File: src/rtl/cpu_bus_pkg.sv
// Shared types for the CPU-side memory arbiter.
//   arb_state_e : arbiter FSM states (IDLE / BUS / RESP)
//   master_e    : requesting master identity (INSTR / DATA)
//   *_DEF       : default widths and timeout used by wb_mem_arbiter
package cpu_bus_pkg;

  localparam int ADDR_W_DEF  = 32;
  localparam int DATA_W_DEF  = 32;
  localparam int TIMEOUT_DEF = 255;

  typedef enum logic [1:0] {
    IDLE = 2'd0,
    BUS  = 2'd1,
    RESP = 2'd2
  } arb_state_e;

  typedef enum logic {
    INSTR = 1'b0,
    DATA  = 1'b1
  } master_e;

endpackage

File: src/rtl/arb_rr2.sv
// Two-way round-robin picker (purely combinational).
//   req_i[0]     : instruction port requesting
//   req_i[1]     : data port requesting
//   last_grant_i : master granted most recently
//   grant_o      : winner; only meaningful when |req_i
// A lone requester always wins; on a tie the master not granted last wins.
module arb_rr2
  import cpu_bus_pkg::*;
(
  input  logic [1:0] req_i,
  input  master_e    last_grant_i,
  output master_e    grant_o
);

  always_comb begin
    grant_o = INSTR;
    if (req_i == 2'b11) begin
      grant_o = (last_grant_i == INSTR) ? DATA : INSTR;
    end else if (req_i[1]) begin
      grant_o = DATA;
    end
  end

endmodule

File: src/rtl/wb_mem_arbiter.sv
// Arbitrates a CPU instruction-fetch port and a load/store port onto one
// shared memory bus. One transaction in flight at a time:
// IDLE (pick + latch) -> BUS (strobe until ack/timeout) -> RESP (one-cycle ack).
//   sys_clk, sys_rst        : clock, async active-high reset
//   instr_addr_i/stb_i      : fetch request; instr_data_o/ack_o response
//   data_addr_i/data_i/we_i/stb_i : load/store request; data_data_o/ack_o response
//   mem_addr_o/data_o/we_o/stb_o  : shared memory request
//   mem_data_i/ack_i        : memory response
//   timeout_o               : pulse in RESP of an aborted transaction
//   busy_o                  : FSM not in IDLE
module wb_mem_arbiter
  import cpu_bus_pkg::*;
#(
  parameter int ADDR_W  = ADDR_W_DEF,
  parameter int DATA_W  = DATA_W_DEF,
  parameter int TIMEOUT = TIMEOUT_DEF
) (
  input  logic              sys_clk,
  input  logic              sys_rst,
  input  logic [ADDR_W-1:0] instr_addr_i,
  input  logic              instr_stb_i,
  output logic [DATA_W-1:0] instr_data_o,
  output logic              instr_ack_o,
  input  logic [ADDR_W-1:0] data_addr_i,
  input  logic [DATA_W-1:0] data_data_i,
  input  logic              data_we_i,
  input  logic              data_stb_i,
  output logic [DATA_W-1:0] data_data_o,
  output logic              data_ack_o,
  output logic [ADDR_W-1:0] mem_addr_o,
  output logic [DATA_W-1:0] mem_data_o,
  output logic              mem_we_o,
  output logic              mem_stb_o,
  input  logic [DATA_W-1:0] mem_data_i,
  input  logic              mem_ack_i,
  output logic              timeout_o,
  output logic              busy_o
);

  localparam int CNT_W = (TIMEOUT > 255) ? $clog2(TIMEOUT + 1) : 8;
  localparam logic [CNT_W-1:0] TO_LAST = CNT_W'((TIMEOUT > 0) ? TIMEOUT - 1 : 0);
  localparam bit TO_EN = (TIMEOUT != 0);

  arb_state_e        state_q, state_d;
  // last_grant_q is only rewritten on IDLE->BUS, so during BUS/RESP it
  // also names the owner of the current transaction.
  master_e           last_grant_q, last_grant_d;
  master_e           pick;
  logic [ADDR_W-1:0] addr_q, addr_d;
  logic [DATA_W-1:0] wdata_q, wdata_d;
  logic              we_q, we_d;
  logic [CNT_W-1:0]  cnt_q, cnt_d;
  logic [DATA_W-1:0] idata_q, idata_d;
  logic [DATA_W-1:0] ddata_q, ddata_d;
  logic              to_q, to_d;

  arb_rr2 u_rr (
    .req_i        ({data_stb_i, instr_stb_i}),
    .last_grant_i (last_grant_q),
    .grant_o      (pick)
  );

  always_comb begin
    state_d      = state_q;
    last_grant_d = last_grant_q;
    addr_d       = addr_q;
    wdata_d      = wdata_q;
    we_d         = we_q;
    cnt_d        = cnt_q;
    idata_d      = idata_q;
    ddata_d      = ddata_q;
    to_d         = 1'b0;
    unique case (state_q)
      IDLE: begin
        if (instr_stb_i || data_stb_i) begin
          state_d      = BUS;
          last_grant_d = pick;
          cnt_d        = '0;
          if (pick == DATA) begin
            addr_d  = data_addr_i;
            wdata_d = data_data_i;
            we_d    = data_we_i;
          end else begin
            addr_d  = instr_addr_i;
            wdata_d = '0;
            we_d    = 1'b0;
          end
        end
      end
      BUS: begin
        // An ack on the final allowed cycle wins over the abort.
        if (mem_ack_i) begin
          state_d = RESP;
          if (last_grant_q == DATA) ddata_d = mem_data_i;
          else                      idata_d = mem_data_i;
        end else if (TO_EN && cnt_q == TO_LAST) begin
          state_d = RESP;
          to_d    = 1'b1;
          if (last_grant_q == DATA) ddata_d = '0;
          else                      idata_d = '0;
        end else if (TO_EN) begin
          cnt_d = cnt_q + 1'b1;
        end
      end
      RESP:    state_d = IDLE;
      default: state_d = IDLE;
    endcase
  end

  always_ff @(posedge sys_clk or posedge sys_rst) begin
    if (sys_rst) begin
      state_q      <= IDLE;
      last_grant_q <= INSTR;
      addr_q       <= '0;
      wdata_q      <= '0;
      we_q         <= 1'b0;
      cnt_q        <= '0;
      idata_q      <= '0;
      ddata_q      <= '0;
      to_q         <= 1'b0;
    end else begin
      state_q      <= state_d;
      last_grant_q <= last_grant_d;
      addr_q       <= addr_d;
      wdata_q      <= wdata_d;
      we_q         <= we_d;
      cnt_q        <= cnt_d;
      idata_q      <= idata_d;
      ddata_q      <= ddata_d;
      to_q         <= to_d;
    end
  end

  // All outputs come straight from registers so reset clears them at once.
  assign mem_stb_o    = (state_q == BUS);
  assign mem_addr_o   = addr_q;
  assign mem_data_o   = wdata_q;
  assign mem_we_o     = we_q;
  assign instr_ack_o  = (state_q == RESP) && (last_grant_q == INSTR);
  assign data_ack_o   = (state_q == RESP) && (last_grant_q == DATA);
  assign instr_data_o = idata_q;
  assign data_data_o  = ddata_q;
  assign timeout_o    = to_q;
  assign busy_o       = (state_q != IDLE);

endmodule
File: config.mk
export PLATFORM = sky130hd
export DESIGN_NAME = wb_mem_arbiter
export DESIGN_NICKNAME = d
export VERILOG_FILES = /design/src/rtl/cpu_bus_pkg.sv /design/src/rtl/arb_rr2.sv /design/src/rtl/wb_mem_arbiter.sv
export SDC_FILE = /design/constraint.sdc
export NUM_CORES = 1
export LEC_CHECK = 0
export CAP_MARGIN = 15
export CORE_ASPECT_RATIO = 0.75
export CORE_MARGIN = 10
export CORE_UTILIZATION = 42
export DETAILED_ROUTE_END_ITERATION = 10
export GPL_ROUTABILITY_DRIVEN = 0
export PLACE_DENSITY = 0.82
export SKIP_LAST_GASP = 1
export SYNTH_ARGS = -nofsm -noshare
export SYNTH_HDL_FRONTEND = slang
export SYNTH_HIERARCHICAL = 1
export SYNTH_SLANG_ARGS = --single-unit
File: constraint.sdc
create_clock -name sys_clk -period 6.1 [get_ports sys_clk]
set_input_delay 1.83 -clock sys_clk [delete_from_list [all_inputs] [get_ports sys_clk]]
set_output_delay 1.83 -clock sys_clk [all_outputs]
set_load 0.1 [all_outputs]
==> flow_metrics.tcl, run 1 <==
set metrics [dict create \
    status "finished clean" \
    synth_fa_ha_area_frac 0.00430 \
    fill_cells 985 \
    path_class "register to output pin" \
    synth_mux_area_frac 0.0550 \
    critPathCaptureType "output pin" \
    cp.arrival_ps 2780 \
    synth_flop_cell "dfrtp_1" \
    hold_class "register to register" \
    synth_top_cell_by_area "dfrtp_1" \
    postRouteAntennaNets 0 \
    ys_seq_area_frac 0.606 \
    reg2reg_setup_slack_ps 3770 \
    grt_max_degree 109 \
    core_sq_um 13700 \
    ys_async_sr_fraction 1.00 \
    antenna_found_initial 0 \
    core.rowCount 37 \
    cts_resized 0 \
    syn_area_per_cell_sq_um 10.9 \
    cp_num_cells 3 \
    cp-start-kind "register" \
    fmax_mhz 217 \
    critPathMaxFanout 68 \
    post_cts.repair.setup_buffers 0 \
    wl_per_cell_um 20.3 \
    dpl.hpwl_um 14500 \
    cts_made_buffers 17 \
    boundaryPins 268 \
    drt_iter0_drc 307 \
    dieWidth_um 156 \
    track_usage 0.202 \
    wl_um 19800 \
    clkTransAtPathRegs_ps 60 \
    skew_ps 11.7 \
    multi_input_area_sq_um 2090 \
    yosys.area_share.simple 0.145 \
    htreeDepth 4 \
    finalCriticalPeriod_ps 4610 \
    synth_nets 669 \
    totalNegativeSetupSlack_ps 0 \
    slew_headroom 0.307 \
    num_vias 5157 \
    synth_cell_type_count 38 \
    cap_violations 0 \
    ys_ff_latch 141 \
    whs_ps 462 \
    synth_top_family_by_area "compound AO/OA/AOI/OAI gates" \
    cp-startpoint "last_grant_q$_DFFE_PP0P_" \
    clock_sinks 141 \
    drc_errors 0 \
    synth-xor-area-share 0 \
    synthMostInstantiatedCell "dfrtp_1" \
    rr_worst_depth 5 \
    start_util 0.426 \
    period_share 0.756 \
    clk_latency_ps 420 \
    r2r_end "instr_data_o[18]$_DFFE_PP0P_" \
    crit_slowest_cell "clkdlybuf4s50_1" \
    hold_viol 0 \
    ctsRootBufferMaster "clkbuf_16" \
    cts_tree "done" \
    vias_per_cell 5.29 \
    grt_pass1_wl_um 30200 \
    synth_edf_count 0 \
    timing.critical_path.to "data_ack_o" \
    seq_area_sq_um 3530 \
    synthesis.area_sq_um 5820 \
    antennaDiodeCount 0 \
    clockBufferDepth 2 \
    cpLargestDelayFamily "buffers and inverters" \
    synthCells 533 \
    ys_top_cells_by_count "141 x dfrtp_1, 134 x nand2_1, 40 x nand3_1" \
    io_buffers 267 \
    r2r_start "state_q[1]$_DFFE_PP0P_" \
    grt_pass1_vias 5544 \
    netlist_top_cells_area "dfrtp_1 61%, nand2_1 8.6%, a32o_1 5.5%, mux2i_1 5.5%, o2bb2ai_1 4.8%" \
    critPathMaxStageDelay_ps 1140 \
    synth_compound_area_frac 0.153 \
    required_ps 4270 \
    grt-ovfl-total 0 \
    path_cells "buf_4 > and3b_1 > clkdlybuf4s50_1" \
    crit_buf_inv 2 \
    synth_top_area_frac 0.606 \
    cts_hold_buf 0 \
    drive_gt1_frac 0.0613 \
    ys.warnings.count 6 \
    die_h_um 122 \
    finalMaxSlewViolations 0 \
    grt_setup_unrepaired "false" \
    drtPass1Iterations 5 \
    num-nets-final 923 \
    worstMarginPinSlew_ps 1040 \
    syn2layout_area_growth_pct 59.5 \
    final-setup-viol-count 0 \
    dieArea_sq_um 19000 \
]
[worst min-delay path, delay by kind of cell (launching register included)]
kind / cells / cell delay (ps)
DFF: 1 / 340
and+or+nand+nor: 2 / 100
[final cells by class]
| type | instances | share of cell area |
|---|---|---|
| Sequential cell | 141 | 0.380 |
| Timing Repair Buffer | 278 | 0.299 |
| Multi-Input combinational cell | 344 | 0.225 |
| Clock buffer | 22 | 0.0521 |
| Tap cell | 175 | 0.0236 |
| Clock inverter | 10 | 0.0172 |
| Inverter | 5 | 0.00256 |
[per-layer routing]
| layer | global-route usage | share of wire |
|---|---|---|
| met5 | 0 | 0 |
| met4 | 0.0806 | 0.021 |
| met3 | 0.0880 | 0.086 |
| met2 | 0.342 | 0.50 |
| met1 | 0.221 | 0.39 |
[cells by family (layout without fill, tap and decap cells)]
| family | count (synthesis) | after routing |
|---|---|---|
| mux | 32 | 32 |
| buf+inv | 48 | 315 |
| fa+ha+maj | 2 | 2 |
| simple gates | 196 | 196 |
| compound gates | 114 | 114 |
| flops | 141 | 141 |
[how the worst min path moves through the flow]
stage	start	end	slack [ps]	depth (start not counted)
after global placement	mem_data_o[13]$_DFFE_PP0P_	mem_data_o[13]$_DFFE_PP0P_	450	2
after detailed placement	mem_data_o[26]$_DFFE_PP0P_	mem_data_o[26]$_DFFE_PP0P_	460	2
after CTS	mem_data_o[26]$_DFFE_PP0P_	mem_data_o[26]$_DFFE_PP0P_	470	2
final	mem_data_o[26]$_DFFE_PP0P_	mem_data_o[26]$_DFFE_PP0P_	460	2
after global routing	mem_data_o[28]$_DFFE_PP0P_	mem_data_o[28]$_DFFE_PP0P_	490	2
after floorplan	cnt_q[7]$_DFFE_PP0P_	cnt_q[7]$_DFFE_PP0P_	470	1
[registers in the layout, indices dropped and copies added, names as in the netlist]
register / flops
cnt_q: 8
data_data_o: 32
instr_data_o: 32
last_grant_q: 1
mem_addr_o: 32
mem_data_o: 32
mem_we_o: 1
state_q: 2
timeout_o: 1
[placed cells by master, fill, tap and decap left out, types with 2 or more instances in the layout]
cell type | Yosys | final
buf_12 | 0 | 2
nor4_1 | 3 | 3
clkbuf_16 | 0 | 17
nor2_1 | 2 | 2
a21o_1 | 2 | 2
o2bb2ai_1 | 32 | 32
clkinv_2 | 0 | 3
bufinv_16 | 0 | 4
nand3_1 | 40 | 40
nand2_1 | 134 | 134
a22o_1 | 2 | 2
clkdlybuf4s50_1 | 0 | 267
inv_1 | 4 | 3
clkbuf_8 | 0 | 4
o21ai_0 | 30 | 30
a32o_1 | 32 | 32
and2_1 | 2 | 2
buf_4 | 0 | 9
ha_1 | 2 | 2
mux2i_1 | 32 | 32
and3_1 | 4 | 4
clkinv_4 | 0 | 2
o21ai_1 | 7 | 7
dfrtp_1 | 141 | 140
[per-stage QoR]
stage,cell area [sq um],utilization,worst slack (ps),cells
2_1_floorplan,5820,-,489,533
3_3_place_gp,8610,0.630,1980,941
3_5_place_dp,8610,0.630,1880,941
4_1_cts,9250,0.677,1470,973
5_1_grt,9290,0.680,1380,975
6_report,9290,0.680,1490,975
Power of run 1 is not shown: default switching activity piles up to over one toggle a cycle in this logic, so the estimate is an artifact.
==> run 2: changes to the inputs <==
==> constraint.sdc (replaced) <==
create_clock -name sys_clk -period 4.7 [get_ports sys_clk]
set_input_delay 1.41 -clock sys_clk [delete_from_list [all_inputs] [get_ports sys_clk]]
set_output_delay 1.41 -clock sys_clk [all_outputs]
set_load 0.1 [all_outputs]
==> flow_metrics.tcl, run 2 (synthesis results as in run 1) <==
set metrics [dict create \
    wl_per_cell_um 20.3 \
    skew_ps 12.3 \
    grt-ovfl-total 0 \
    vias_per_cell 5.32 \
    hold_class "register to register" \
    grt_setup_unrepaired "false" \
    boundaryPins 268 \
    grt_pass1_wl_um 30900 \
    critPathMaxStageDelay_ps 1170 \
    cap_violations 0 \
    syn2layout_area_growth_pct 58.6 \
    dpl_cell_area_sq_um 8610 \
    finalMaxSlewViolations 0 \
    dieArea_sq_um 19000 \
    final-setup-viol-count 0 \
    die_h_um 122 \
    clkTransAtPathRegs_ps 60 \
    antennaDiodeCount 0 \
    status "finished clean" \
    cts_resized 0 \
    cts_hold_buf 0 \
    crit_slowest_cell "clkdlybuf4s50_1" \
    finalCriticalPeriod_ps 3600 \
    slew_headroom 0.293 \
    clk_latency_ps 420 \
    required_ps 3290 \
    dpl.hpwl_um 14400 \
    path_cells "nor3b_1 > clkdlybuf4s50_1" \
    period_share 0.766 \
    final_cell_mix "266 x clkdlybuf4s50_1, 140 x dfrtp_1, 134 x nand2_1" \
    drc_errors 0 \
    io_buffers 267 \
    cp.arrival_ps 2190 \
    num-nets-final 921 \
    grt_max_degree 142 \
    ctsRootBufferMaster "clkbuf_16" \
    drtPass1Iterations 7 \
    worstMarginPinSlew_ps 1060 \
    wl_um 19800 \
    hold_viol 0 \
    start_util 0.426 \
    htreeDepth 4 \
    antenna_found_initial 0 \
    core_sq_um 13700 \
    num_vias 5172 \
    post_cts.repair.setup_buffers 0 \
    postRouteAntennaNets 0 \
    core.rowCount 37 \
    critPathCaptureType "output pin" \
    cp-start-kind "register" \
    fmax_mhz 278 \
    cts_tree "done" \
    grt_pass1_vias 5513 \
    dieWidth_um 156 \
    clock_sinks 141 \
    track_usage 0.206 \
    drt_iter0_drc 342 \
    clockBufferDepth 2 \
    mostFrequentLayoutCell "clkdlybuf4s50_1" \
    critPathMaxFanout 4 \
    cts_made_buffers 17 \
    path_class "register to output pin" \
    reg2reg_setup_slack_ps 2490 \
    drive_gt1_frac 0.0602 \
    totalNegativeSetupSlack_ps 0 \
    fin_area_sq_um 9240 \
]
-- run 2: cell types whose count changed in the layout (fill, tap and decap cells not counted) --
cell | previous run | this run
clkinvlp_4 | 1 | 4
clkinv_4 | 2 | 1
bufinv_16 | 4 | 3
clkdlybuf4s50_1 | 267 | 266
inv_6 | 1 | 0
buf_12 | 2 | 1
-- run 2: final cells by class --
cell class,instances,area [sq um]
inverter,5,22.5
tap,175,219
timing repair buffer,276,2750
sequential,141,3530
multi-input combinational,344,2090
clock buffer,22,484
clock inverter,10,136
fill,1026,4420
-- run 2: worst paths after layout --
kind / start / to / cells after the start
worst max-delay path: state_q[0]$_DFFE_PP0P_ / instr_ack_o / 2
worst min-delay path: mem_data_o[10]$_DFFE_PP0P_ / mem_data_o[10]$_DFFE_PP0P_ / 2
worst max register to register: last_grant_q$_DFFE_PP0P_ / mem_addr_o[6]$_DFFE_PP0P_ / 5
worst min register to register: mem_data_o[10]$_DFFE_PP0P_ / mem_data_o[10]$_DFFE_PP0P_ / 2
max in group asynchronous: sys_rst / last_grant_q$_DFFE_PP0P_ / 3
min in group asynchronous: sys_rst / instr_data_o[18]$_DFFE_PP0P_ / 3
-- run 2: critical path: cells and delay by family (launching register included) --
family	cells	cell delay (ps)
buf+inv	1	1170
flops	1	410
simple gates	1	200
-- run 2: per-layer routing --
metal  global-route usage  part of all wire  vias up
met4               0.0730             0.020        0
li1                     -                 -     2402
met5                    0                 0        -
met1                0.232              0.39     2561
met3               0.0803             0.083       26
met2                0.351              0.50      183
-- run 2: through the flow --
stage               utilization  setup WS, ps  hold slack, ps  instances
global route              0.676          1020             498        973
floorplan                     -           365             474        533
finish                    0.676          1100             465        973
CTS                       0.676          1080             469        973
global placement          0.631          1440             449        941
detailed placement        0.631          1390             459        941
Power of run 2 is left out for the same reason.
